<file path="config.mk">
export PLATFORM = sky130hd
export DESIGN_NAME = lsu_ctrl
export DESIGN_NICKNAME = d
export VERILOG_FILES = /design/src/rtl/lsu_ctrl.sv
export SDC_FILE = /design/constraint.sdc
export NUM_CORES = 1
export LEC_CHECK = 0
export BUFFER_PORTS_ARGS = -buffer_cell sky130_fd_sc_hd__buf_2
export CAP_MARGIN = 0
export CORE_ASPECT_RATIO = 2
export CORE_MARGIN = 5
export CORE_UTILIZATION = 45
export CTS_BUF_LIST = sky130_fd_sc_hd__clkbuf_4 sky130_fd_sc_hd__clkbuf_8
export CTS_CLUSTER_SIZE = 20
export DETAILED_ROUTE_END_ITERATION = 8
export PLACE_DENSITY = 0.79
export RECOVER_POWER = 100
export SETUP_SLACK_MARGIN = 0.2
export SLEW_MARGIN = 20
export SYNTH_ARGS = -nofsm -noshare
export SYNTH_HDL_FRONTEND = slang
export SYNTH_SLANG_ARGS = --single-unit
</file>
<file path="constraint.sdc">
create_clock -name clk -period 3.1 [get_ports clk]
set_input_delay 0.31 -clock clk [delete_from_list [all_inputs] [get_ports clk]]
set_output_delay 0.31 -clock clk [all_outputs]
set_load 0.02 [all_outputs]
</file>
<file path="src/rtl/lsu_ctrl.sv">
// lsu_ctrl: load/store control ahead of a byte-addressed data memory; define LSU_MISALIGN_TRAP_EN to fault misaligned half/word accesses.
// Latency: response valid two cycles after accept (one on fault); resp_ready low holds RESP and keeps req_ready low.
module lsu_ctrl #(
  parameter int WORD_LENGTH = 32,
  parameter int ADDR_WIDTH  = 32,
  parameter int DMEM_BYTES  = 32
) (
  input  logic                   clk,
  input  logic                   rst,
  input  logic                   req_valid,
  output logic                   req_ready,
  input  logic                   req_store,
  input  logic [2:0]             req_funct3,
  input  logic [ADDR_WIDTH-1:0]  req_addr,
  input  logic [WORD_LENGTH-1:0] req_wdata,
  input  logic [4:0]             req_rd,
  output logic [ADDR_WIDTH-1:0]  mem_address,
  output logic [WORD_LENGTH-1:0] mem_write_data,
  output logic [2:0]             mem_write_enable,
  output logic                   mem_read_enable,
  input  logic [WORD_LENGTH-1:0] mem_data_in,
  output logic                   resp_valid,
  input  logic                   resp_ready,
  output logic [WORD_LENGTH-1:0] resp_data,
  output logic [4:0]             resp_rd,
  output logic                   resp_err
);

  localparam int AW1 = ADDR_WIDTH + 1;

  typedef enum logic [1:0] {IDLE, EXEC, RESP} state_t;

  state_t                 state, state_nxt;
  logic                   store_q;
  logic [2:0]             funct3_q;
  logic [ADDR_WIDTH-1:0]  addr_q;
  logic [WORD_LENGTH-1:0] wdata_q;
  logic [WORD_LENGTH-1:0] data_q;
  logic [4:0]             rd_q;
  logic                   err_q;

  logic [2:0]             req_size;
  logic [AW1-1:0]         req_end;
  logic                   funct3_ok;
  logic                   range_ok;
  logic                   align_ok;
  logic                   req_fault;
  logic [2:0]             we_pat;
  logic [WORD_LENGTH-1:0] load_ext;
  logic                   exec_active;
  logic                   resp_active;

  // Request legality, evaluated on the live request while IDLE.
  always_comb begin
    req_size  = 3'd4;
    funct3_ok = 1'b0;
    align_ok  = 1'b1;
    case (req_funct3[1:0])
      2'b00:   req_size = 3'd1;
      2'b01:   req_size = 3'd2;
      default: req_size = 3'd4;
    endcase
    case (req_funct3)
      3'b000, 3'b001, 3'b010: funct3_ok = 1'b1;
      3'b100, 3'b101:         funct3_ok = !req_store;
      default:                funct3_ok = 1'b0;
    endcase
    // Extra top bit keeps addresses near the top of the space from wrapping.
    req_end  = {1'b0, req_addr} + AW1'(req_size);
    range_ok = (req_end <= AW1'(DMEM_BYTES));
`ifdef LSU_MISALIGN_TRAP_EN
    case (req_funct3[1:0])
      2'b01:   align_ok = !req_addr[0];
      2'b10:   align_ok = (req_addr[1:0] == 2'b00);
      default: align_ok = 1'b1;
    endcase
`else
    align_ok = 1'b1;
`endif
    req_fault = !(funct3_ok && range_ok && align_ok);
  end

  always_comb begin
    we_pat = 3'b000;
    case (funct3_q[1:0])
      2'b00:   we_pat = 3'b001;
      2'b01:   we_pat = 3'b011;
      2'b10:   we_pat = 3'b111;
      default: we_pat = 3'b000;
    endcase
  end

  always_comb begin
    load_ext = mem_data_in;
    case (funct3_q)
      3'b000:  load_ext = {{(WORD_LENGTH-8){mem_data_in[7]}}, mem_data_in[7:0]};
      3'b001:  load_ext = {{(WORD_LENGTH-16){mem_data_in[15]}}, mem_data_in[15:0]};
      3'b100:  load_ext = {{(WORD_LENGTH-8){1'b0}}, mem_data_in[7:0]};
      3'b101:  load_ext = {{(WORD_LENGTH-16){1'b0}}, mem_data_in[15:0]};
      default: load_ext = mem_data_in;
    endcase
  end

  always_ff @(posedge clk) begin
    if (!rst) begin
      state <= IDLE;
    end else begin
      state <= state_nxt;
    end
  end

  always_comb begin
    state_nxt = state;
    case (state)
      IDLE: begin
        if (req_valid) begin
          state_nxt = req_fault ? RESP : EXEC;
        end
      end
      EXEC:    state_nxt = RESP;
      RESP: begin
        if (resp_ready) begin
          state_nxt = IDLE;
        end
      end
      default: state_nxt = IDLE;
    endcase
  end

  always_ff @(posedge clk) begin
    if (!rst) begin
      store_q  <= 1'b0;
      funct3_q <= 3'b000;
      addr_q   <= '0;
      wdata_q  <= '0;
      data_q   <= '0;
      rd_q     <= 5'd0;
      err_q    <= 1'b0;
    end else begin
      case (state)
        IDLE: begin
          if (req_valid) begin
            store_q  <= req_store;
            funct3_q <= req_funct3;
            addr_q   <= req_addr;
            wdata_q  <= req_wdata;
            rd_q     <= req_rd;
            err_q    <= req_fault;
            data_q   <= '0;
          end
        end
        EXEC: begin
          if (!store_q) begin
            data_q <= load_ext;
          end
        end
        default: begin
        end
      endcase
    end
  end

  // Every output is gated by rst so reset silences the memory port immediately.
  assign exec_active      = rst && (state == EXEC);
  assign resp_active      = rst && (state == RESP);
  assign req_ready        = rst && (state == IDLE);
  assign mem_address      = exec_active ? addr_q : '0;
  assign mem_write_data   = (exec_active && store_q) ? wdata_q : '0;
  assign mem_write_enable = (exec_active && store_q) ? we_pat : 3'b000;
  assign mem_read_enable  = exec_active && !store_q;
  assign resp_valid       = resp_active;
  assign resp_data        = resp_active ? data_q : '0;
  assign resp_rd          = resp_active ? rd_q : 5'd0;
  assign resp_err         = resp_active && err_q;

endmodule

</file>
-- Yosys cells after proc, flatten, opt, wreduce, memory -nomap -nowiden
Cells that the tools add are included.
- bits in registers: 108
- input port bits: 109
- output and inout bits: 108
- logic and storage cells: 62
- $add $sub $neg: 1
- magnitude comparators: 1
- equal/unequal tests: 15
- mux-type cells: 16
- reduce and logical (&&, ||, !) cells: 21
- operators by type and width (operator ; count):
    32-bit two-way mux ; 5
    32-bit one-hot mux with 4 select lines ; 1
    32-bit one-hot mux with 2 select lines ; 1
    32-bit by 3-bit adder with 33-bit output ; 1
    33-bit by 6-bit less-or-equal comparator with 1-bit output, second input constant ; 1
    3-bit equality test, second input constant ; 4
    3-bit one-hot mux with 3 select lines ; 1
    1-bit logical AND ; 7
    2-bit by 1-bit equality test with 1-bit output, second input constant ; 3
    3-bit by 1-bit equality test with 1-bit output, second input constant ; 2
    2-bit zero test ; 3
    3-bit zero test ; 2
    2-bit two-way mux ; 3
    2-bit != test, second input constant ; 3
    2-bit one-hot mux with 3 select lines ; 1
    3-bit one-hot mux with 2 select lines ; 1
    5-bit two-way mux ; 1
    2-bit equality test, second input constant ; 2
    2-bit AND reduction ; 2
    3-bit by 2-bit equality test with 1-bit output, second input constant ; 1
    1-bit zero test ; 3
    3-bit two-way mux ; 1
    3-bit AND reduction ; 1
    3-bit OR reduction ; 1
    other kinds (3) ; 3

-- Depth between registers and ports, before layout
Gate-level depths: netlist of run 1.
- depth in word-level cells: 8
- mapped depth: 10
- mapped depth without buffers: 10

-- Least setup slack after synthesis of run 1
OpenSTA, ideal clock, no wires.
- kind: input -> register
- start: input port req_funct3[0]
- end: register state[1]
- setup time: 0.130 ns
- arrival: 2.461 ns
- data required time: 2.970 ns
- setup slack: 0.509 ns
- stages: 10
- path buffers: 0
- cells stage by stage: nor2_1 > ha_1 > fa_1 > nor4_1 > o21ai_0 > or2_2 > a2111oi_4 > o2111ai_1 > nor4_2 > o21ai_0
- longest elaborated chain between the ends: 8
- elaborated cells on any way between the ends: 17
- classes of those cells: 1 x add/sub; 1 x order compare; 5 x eq/ne; 5 x mux; 5 x reduce/logical
- ends and longest elaborated chain (element ; RTL line ; RTL):
    from (decl) ; 13 ; input logic [2:0] req_funct3,
    2-bit by 1-bit equality test with 1-bit output / 2-bit zero test (equally long branches) ; 58 ; case (req_funct3[1:0])
    3-bit one-hot mux with 2 select lines ; 58 ;
    32-bit by 3-bit adder with 33-bit output ; 69 ; req_end = {1'b0, req_addr} + AW1'(req_size);
    33-bit by 6-bit less-or-equal comparator with 1-bit output ; 70 ; range_ok = (req_end <= AW1'(DMEM_BYTES));
    1-bit logical AND * ; 80 ; req_fault = !(funct3_ok && range_ok && align_ok);
    2-bit two-way mux * ; 117 ; state_nxt = req_fault ? RESP : EXEC;
    2-bit two-way mux * ; 116 ; if (req_valid) begin
    2-bit one-hot mux with 3 select lines * ; 114 ; case (state)
    to (signal assigned) ; 108 ; state <= state_nxt;
    to (decl) ; 33 ; state_t state, state_nxt;
Mark *: on every way between the ends. The rest lies on a longest branch, timed or not. The select of a mux whose other input is x is not followed.
A chain may end at the register's enable or synchronous reset.

-- Worst setup path after layout of run 1
- start: input port rst
- end: output port resp_data[27]
- longest elaborated chain between the ends: 2
- ends and longest elaborated chain (element ; RTL line ; RTL):
    from (decl) ; 9 ; input logic rst,
    1-bit logical AND ; 165 ; assign resp_active = rst && (state == RESP);
    32-bit two-way mux ; 172 ; assign resp_data = resp_active ? data_q : '0;
    to (decl) ; 24 ; output logic [WORD_LENGTH-1:0] resp_data,
No other way between the ends.

==> out/qor.csv, run 1 <==
metric;value;unit
synth_top_family_by_area;simple AND/OR/NAND/NOR gates;
synth_seq_cells;108;
drt_first_pass_iters;5;
wire_per_inst;15.6;um
async_flop_share;0;
syn_area;5430;um2
dr.first_iter.drc_count;253;
final_cell_mix;nand2_1, buf_2, a21oi_1;
ant_nets;0;
setup-violations-final;0;
path_common_cell;clkbuf_1;
powerDensity;402;nW/um2
ff_latch_area;2160;um2
crit_slowest_cell;clkbuf_1;
worst_slack;0.341;ns
clk_path_buf_depth;2;
initial_core_util;0.462;
worstMarginPinSlew;1.61;ns
violations;max-capacitance violations, max-slew violations;
setup_tns;0;ns
wl_met1;6.10;mm
die_w;87.7;um
ctsHoldBuffers;0;
syn_to_final_growth;21.5;%
grt_pass1_wl;25.7;mm
root_buffer;clkbuf_8;
wirelength;16.6;mm
outcome;complete, but fails checks;
critPathTopFamily;buffers and inverters;
rows;56;
gr-total-overflow;0;
layout-drive-gt1-share;0.192;
grt_max_degree;109;
synth_compound_area_frac;0.170;
slew_headroom;-0.0754;
path_clk_slew;0.11;ns
required;2.79;ns
synth_edf_count;0;
finalHoldViolCount;0;
rr_startpoint;state[0];
met2WireLength;9.07;mm
htreeDepth;3;
synth_mux_area_frac;0.00368;
power.leakage;2.92;nW
die_area;14500;um2
layout_min_cycle_time;2.76;ns
antenna_cells;0;
synthSimpleGateAreaFrac;0.344;
fmax;362;MHz
worstPathCellList;clkbuf_1, clkinv_2, nor3b_2, buf_4, and2_1, clkbuf_1;
path_depth;6;
io_pins;217;
crit_fanout;38;
fin_crit_sh;0.890;
clkLatencyLatePin;0.36;ns
numPortBuffers;216;
cp-endpoint;resp_data[27];
synth_xor_area_frac;0.0145;
nFillCells;1229;
slowest_delay;0.91;ns
crit_start;rst;
rsz0062_at_grt;false;
maxSlewViolCount;108;
fin_skew;0.0130;ns
ir_drop;224;uV
grtUsageTotal;0.221;
top_layer;met4;
cts_tree;done;
crit_path_end_kind;output pin;
crit_type;primary input to output pin;
vias;5666;
maxCapViolCount;2;
netlist_instances;740;
drc_errors;0;
cts_resized;0;
die_y;165;um
cts.sinks;108;
viasPerCell;5.32;
post-dp-hpwl;11.9;mm
ys_seq_area_frac;0.398;
nets;1033;
antenna_found_initial;0;
post-route-util;0.561;
syn_area_per_cell;7.34;um2
start_kind;primary input;
postCtsSetupBuffers;0;
crit_buf_inv;4;
synth-adder-area-share;0.0198;
dr_wl_met3;967;um
rrSetupSlack;0.44;ns
final_common_cell;nand2_1;
synth_nets;857;
grt_pass1_vias;5408;
gp_congestion;0.861;
hold_path.class;primary input to flip-flop;
r2r-end;data_q[6];
place_ws;0.0602;ns
arrival;2.45;ns
core;11800;um2
numCtsBuffers;9;
multiInputGateArea;3010;um2
synth_cell_types;53;
synth_flop_cell;dfxtp_1;
synth_warnings;0;
rr_worst_depth;6;
## synthesized netlist by cell type, types with 3 or more instances
library cell  number  area [um2]
o21ai_0           23         115
dfxtp_1          108        2160
clkbuf_1          55         206
xnor2_1            4        35.0
nand4_1            4        25.0
nand2_1          183         687
or2_2              5        31.3
xor2_1             5        43.8
or3_1              3        18.8
inv_1              6        22.5
and3_1            69         432
nor4_1             7        43.8
nand3_1           16        80.1
ha_1               7        87.6
nor2_1            28         105
and2_1            43         269
nor3_1             6        30.0
a21oi_1          121         606
## tightest hold or removal path: stages
cell,delay (ns)
buf_2,0.10
nand2_1,0.04
a21oi_1,0.05
## worst min path at each step
stage,startpoint,end,slack [ns],cells past startpoint
2_1_floorplan,data_q[0],data_q[0],0.43,2
3_3_place_gp,data_q[30],data_q[30],0.43,2
3_5_place_dp,data_q[0],data_q[0],0.44,2
4_1_cts,req_rd[3],rd_q[3],0.14,3
5_1_grt,req_wdata[30],wdata_q[30],0.13,3
6_report,req_wdata[9],wdata_q[9],0.17,3
## metrics by stage
stage / hold WS (ns) / instance area (um2) / std cells / power, mW
4_1_cts: 0.141 / 6710 / 1066 / 2.69
5_1_grt: 0.134 / 6600 / 1066 / 2.79
2_1_floorplan: 0.427 / 5430 / 740 / 1.74
3_5_place_dp: 0.440 / 6530 / 1050 / 1.90
3_3_place_gp: 0.433 / 6530 / 1050 / 1.89
6_report: 0.170 / 6600 / 1066 / 2.65
## cells by family (layout without fill, tap and decap cells)
family                   after synthesis  after routing
multiplexers                           2              2
adder cells (fa/ha/maj)                8              8
XOR/XNOR                               9              9
AO/OA/AOI/OAI                        165            165
buffers and inverters                 67            248
AND/OR/NAND/NOR                      381            381
flip-flops                           108            108
## sequential cells by signal (all words and copies together), names as in the netlist
signal / cells
err_q: 1
store_q: 1
wdata_q: 32
rd_q: 5
state: 2
data_q: 32
addr_q: 32
funct3_q: 3
## where the power goes
part	leakage, nW	internal, mW	switching (mW)
clock network	0.0937	0.297	0.488
registers	0.882	1.45	0.0273
logic	1.95	0.138	0.252
## final cells by class
cell class	instances	share of cell area
sequential	108	0.328
clock buffer	9	0.0188
multi-input combinational	565	0.456
tap	145	0.0275
clock inverter	7	0.00758
inverter	7	0.00417
timing repair buffer	225	0.158
## routing by layer
| metal | vias to the layer above | GRT usage |
|---|---|---|
| met5 | - | 0 |
| met3 | 32 | 0.0417 |
| met2 | 190 | 0.408 |
| met1 | 2600 | 0.237 |
| li1 | 2844 | - |
| met4 | 0 | 0.102 |
Power figures use the tool's default switching activity.
==> run 2: changes to the inputs <==
==> constraint.sdc (replaced) <==
create_clock -name clk -period 2.6 [get_ports clk]
set_input_delay 0.26 -clock clk [delete_from_list [all_inputs] [get_ports clk]]
set_output_delay 0.26 -clock clk [all_outputs]
set_load 0.02 [all_outputs]
==> out/qor.csv, run 2 (synthesis results as in run 1) <==
metric;value;unit;change
worstMarginPinSlew;1.12;ns;-0.488 ns
fin_skew;0.0187;ns;+0.00575 ns
wirelength;17.0;mm;+2.3%
syn_to_final_growth;23.9;%;
power.leakage;2.99;nW;+2.4%
cts.sinks;108;;unchanged
numCtsBuffers;9;;unchanged
hold_path.class;primary input to flip-flop;;
final_common_cell;nand2_1;;
dr.first_iter.drc_count;254;;+0.40%
dp.cells;1060;;+0.95%
die_w;87.7;um;unchanged
gp_congestion;0.909;;+5.6%
largestRegisters;addr_q: 32 flops, data_q: 32 flops, wdata_q: 32 flops;;
instances_no_fill;1077;;+1.0%
holdWs;0.120;ns;-0.0502 ns
outcome;finished clean;;
crit_path_end_kind;flip-flop;;
ctsHoldBuffers;0;;unchanged
path_clk_slew;0.11;ns;about the same
die_y;165;um;unchanged
die_area;14500;um2;unchanged
powerDensity;477;nW/um2;+19%
grtUsageTotal;0.222;;+0.000530
nets;1044;;+1.1%
setup-violations-final;0;;unchanged
viasPerCell;5.34;;+0.45%
nFillCells;1230;;+0.081%
antenna_found_initial;1;;+1
crit_fanout;7;;-82%
ant_nets;0;;unchanged
start_kind;primary input;;
fin_crit_sh;0.924;;
rows;56;;unchanged
crit_type;primary input to flip-flop;;
ir_drop;333;uV;+49%
core;11800;um2;unchanged
vias;5750;;+1.5%
initial_core_util;0.462;;unchanged
rsz0062_at_grt;false;;
final_cell_mix;nand2_1, buf_2, a21oi_1;;
maxSlewViolCount;0;;-100%
io_pins;217;;unchanged
grt_max_degree;109;;unchanged
numPortBuffers;216;;unchanged
drc_errors;0;;unchanged
gr-total-overflow;0;;unchanged
layout-drive-gt1-share;0.211;;+0.0183
maxCapViolCount;0;;-2
drt_first_pass_iters;5;;unchanged
layout_min_cycle_time;2.40;ns;
clkLatencyLatePin;0.36;ns;about the same
required;2.91;ns;+0.12 ns
fmax;416;MHz;
slew_headroom;0.250;;+0.326
wire_per_inst;15.7;um;+1.2%
cts_tree;done;;
post-dp-hpwl;12.1;mm;+1.1%
grt_pass1_vias;5353;;-1.0%
grt_pass1_wl;25.8;mm;+0.16%
root_buffer;clkbuf_8;;
htreeDepth;3;;unchanged
setup_tns;0;ns;unchanged
clk_path_buf_depth;2;;unchanged
arrival;2.71;ns;+0.26 ns
finalHoldViolCount;0;;unchanged
==> run 2: cell count changes in the layout (fill, tap and decap cells not counted), sizes merged <==
cell	before	now
buf	139	151
clkinv	6	2
clkbuf	95	96
clkinvlp	0	1
diode	0	1
==> run 2: routing by layer <==
metal	global-route usage	part of all wire
met5	0	0
met4	0.0978	0.033
met3	0.0397	0.057
met2	0.415	0.54
met1	0.235	0.37
==> run 2: cell type report <==
type                            count  area, um2  area share
Timing Repair Buffer              236       1130       0.168
Sequential cell                   108       2160       0.321
Clock inverter                      4       33.8     0.00502
Inverter                            7       27.5     0.00409
Antenna cell                        1       2.50    0.000372
Multi-Input combinational cell    565       3050       0.453
Tap cell                          145        181      0.0269
Clock buffer                       11        145      0.0216
==> run 2: final timing paths <==
kind                                     from         end  slack, ns  cells after the start
worst max-delay path            req_funct3[1]    state[0]       0.20                     11
worst min-delay path             req_wdata[5]  wdata_q[5]       0.12                      3
worst max register to register       state[0]  data_q[31]       0.37                      6
worst min register to register      data_q[3]   data_q[3]       0.45                      2
==> run 2: report_power, final <==
group	internal, mW	switching (mW)	leakage, nW
Sequential	1.73	0.0316	0.882
Combinational	0.176	0.307	2.02
Clock	0.391	0.579	0.0898
==> run 2: worst max-delay path: stages <==
cell,delay (ns)
buf_2,0.13
buf_4,0.14
ha_2,0.39
nand3_2,0.12
a211oi_2,0.51
buf_4,0.22
nand3_1,0.09
mux2i_1,0.21
o2111ai_2,0.17
nor4_4,0.27
and3_1,0.18
==> run 2: what timing repair did <==
item	in CTS	in global routing
resized for setup	0	7
buffers inserted	0	1
endpoints found under the setup margin	0	3
==> run 2: per-stage QoR <==
step	cell area (um2)	worst slack (ns)	utilization	power, mW
final	6730	0.199	0.572	3.21
after global routing	6730	0.103	0.572	3.38
after CTS	6810	0.246	0.578	3.24
after detailed placement	6630	-0.140	0.563	2.27
after global placement	6630	-0.0972	0.563	2.26
after floorplan	5440	0.206	-	2.07
==> run 3: changes to the inputs <==
--- a/config.mk
+++ b/config.mk
@@ -5,6 +5,7 @@
 export SDC_FILE = /design/constraint.sdc
 export NUM_CORES = 1
 export LEC_CHECK = 0
+export ABC_AREA = 1
 export BUFFER_PORTS_ARGS = -buffer_cell sky130_fd_sc_hd__buf_2
 export CAP_MARGIN = 0
 export CORE_ASPECT_RATIO = 2
@@ -13,7 +14,7 @@
 export CTS_BUF_LIST = sky130_fd_sc_hd__clkbuf_4 sky130_fd_sc_hd__clkbuf_8
 export CTS_CLUSTER_SIZE = 20
 export DETAILED_ROUTE_END_ITERATION = 8
-export PLACE_DENSITY = 0.79
+export PLACE_DENSITY = 0.8
 export RECOVER_POWER = 100
 export SETUP_SLACK_MARGIN = 0.2
 export SLEW_MARGIN = 20
==> out/qor.csv, run 3 <==
metric;value;unit;change
die_w;90.1;um;+2.7%
die_y;170;um;+2.9%
critPathTopFamily;buffers and inverters;;
setup-violations-final;0;;unchanged
grt_pass1_wl;29.2;mm;+13%
synth_cell_types;27;;-49%
maxSlewViolCount;0;;unchanged
path_clk_slew;0.11;ns;about the same
synth_edf_count;0;;unchanged
required;2.34;ns;-0.57 ns
netlist_instances;917;;+24%
viasPerCell;5.02;;-6.0%
yosys.area.top_type;dfxtp_1;;
io_pins;217;;unchanged
crit_path_end_kind;output pin;;
layout_min_cycle_time;2.24;ns;-0.162 ns
worstMarginPinSlew;1.02;ns;-0.108 ns
power.leakage;3.19;nW;+6.6%
syn_area;5770;um2;+6.3%
powerDensity;471;nW/um2;-1.3%
synth_flop_cell;dfxtp_1;;
synthTopCellsByArea;dfxtp_1, nor2_1, inv_1;;
clkLatencyLatePin;0.36;ns;about the same
htreeDepth;3;;unchanged
worst_slack;0.360;ns;+0.162 ns
initial_core_util;0.457;;-0.00423
synthTopCellsByCount;nor2_1, inv_1, nand2_1;;
crit_slowest_cell;buf_2;;
holdWs;0.163;ns;+0.0435 ns
rrSetupSlack;0.46;ns;+0.09 ns
gp_congestion;0.949;;+4.4%
ir_drop;325;uV;-2.3%
hold_path.class;primary input to flip-flop;;
die_area;15300;um2;+5.7%
synth_warnings;0;;unchanged
syn_to_final_growth;23.3;%;
wire_per_inst;14.7;um;-6.6%
post-route-util;0.564;;-0.00835
start_kind;flip-flop;;
setup_tns;0;ns;unchanged
synth_seq_cells;108;;unchanged
ys_seq_area_frac;0.374;;-0.0235
crit_fanout;34;;+27
nets;1231;;+18%
outcome;finished clean;;
path_common_cell;buf_2;;
async_flop_share;0;;unchanged
rows;58;;+3.6%
ff_latch_area;2160;um2;unchanged
crit_buf_inv;3;;unchanged
rsz0062_at_grt;false;;
clk_path_buf_depth;2;;unchanged
grtUsageTotal;0.233;;+0.0115
final_cell_area;7120;um2;+5.7%
vias;6375;;+11%
antenna_found_initial;1;;unchanged
arrival;1.98;ns;-0.73 ns
numPortBuffers;216;;unchanged
grt_pass1_vias;6037;;+13%
slowest_delay;0.54;ns;+0.03 ns
cts_tree;done;;
grt_max_degree;87;;-20%
finalHoldViolCount;0;;unchanged
fmax;447;MHz;+7.2%
final_cell_mix;nor2_1, buf_2, inv_1;;
layout-drive-gt1-share;0.192;;-0.0184
crit_type;flip-flop to output pin;;
post-dp-hpwl;14.3;mm;+18%
syn_area_per_cell;6.30;um2;-14%
place_ws;0.178;ns;+0.318 ns
maxCapViolCount;0;;unchanged
multiInputGateArea;2860;um2;-6.3%
numCtsBuffers;9;;unchanged
root_buffer;clkbuf_8;;
drt_first_pass_iters;7;;+2
synth.most_common_cell;nor2_1;;
dr.first_iter.drc_count;274;;+7.9%
synth_nets;1034;;+21%
cts.sinks;108;;unchanged
slew_headroom;0.322;;+0.0718
ant_nets;0;;unchanged
dpl_cell_area;6960;um2;+5.0%
fin_crit_sh;0.861;;-0.0623
nFillCells;1358;;+10%
largestRegisters;addr_q: 32 flops, data_q: 32 flops, wdata_q: 32 flops;;
fin_skew;0.0189;ns;+0.000228 ns
drc_errors;0;;unchanged
gr-total-overflow;0;;unchanged
wirelength;18.7;mm;+10%
core;12600;um2;+7.3%
worstPathCellList;nor2_2, inv_1, nor2_4, nand2_1, buf_2, nor2_1, buf_2;;
yosys.area.top_type_share;0.374;;-0.0235
[run 3: changes by cell type in the layout (fill, tap and decap cells not counted), sizes merged, moves of 16 or more]
cell,change
clkbuf,-23
and3,-70
buf,+16
o21ai,+83
inv,+150
nor2,+149
and2,-43
nand2,-30
[run 3: routing by layer]
metal / up-vias / GRT usage / wire (um)
met1: 2857 / 0.222 / 6320
li1: 3243 / - / -
met4: 0 / 0.116 / 790
met5: - / 0 / 0
met2: 221 / 0.471 / 10700
met3: 54 / 0.0354 / 883
[run 3: layout make-up]
cell class,instances,share of cell area
multi-input combinational,608,0.402
sequential,108,0.304
timing repair buffer,229,0.157
inverter,157,0.0830
tap,150,0.0264
clock buffer,11,0.0213
clock inverter,5,0.00598
timing repair inverter,1,0.00105
antenna,1,0.000352
[run 3: cells by family after synthesis]
family | Yosys count | synth area share
AO/OA/AOI/OAI | 222 | 0.195
XOR/XNOR | 7 | 0.0106
adder cells (fa/ha/maj) | 8 | 0.0186
buffers and inverters | 201 | 0.131
flip-flops | 108 | 0.374
AND/OR/NAND/NOR | 371 | 0.270
[run 3: worst paths after layout]
kind,cells after the start,end,start
min reg2reg,2,wdata_q[1],wdata_q[1]
max,7,mem_write_data[5],state[1]
min,3,funct3_q[0],req_funct3[0]
max reg2reg,8,wdata_q[9],state[1]
[run 3: power by group]
part | switching (mW) | internal [mW] | total [mW]
logic | 0.359 | 0.188 | 0.547
registers | 0.0351 | 1.75 | 1.79
clock network | 0.599 | 0.415 | 1.01
[run 3: stage by stage]
step                      power [mW]  std cells
final                           3.35       1270
after global placement          2.36       1248
after floorplan                 2.16        917
after global routing            3.53       1270
after detailed placement        2.38       1248
after CTS                       3.40       1268
[run 3: worst min-delay path: stages]
cell     delay (ns)
buf_2          0.11
inv_1          0.06
a21oi_1        0.05
[run 3: what timing repair did]
item	in CTS	in global routing
setup buffers	3	1
hold buffers	0	0
pin swaps	0	0
endpoints found under the setup margin	4	67
gates cloned	1	0
resized for setup	2	2
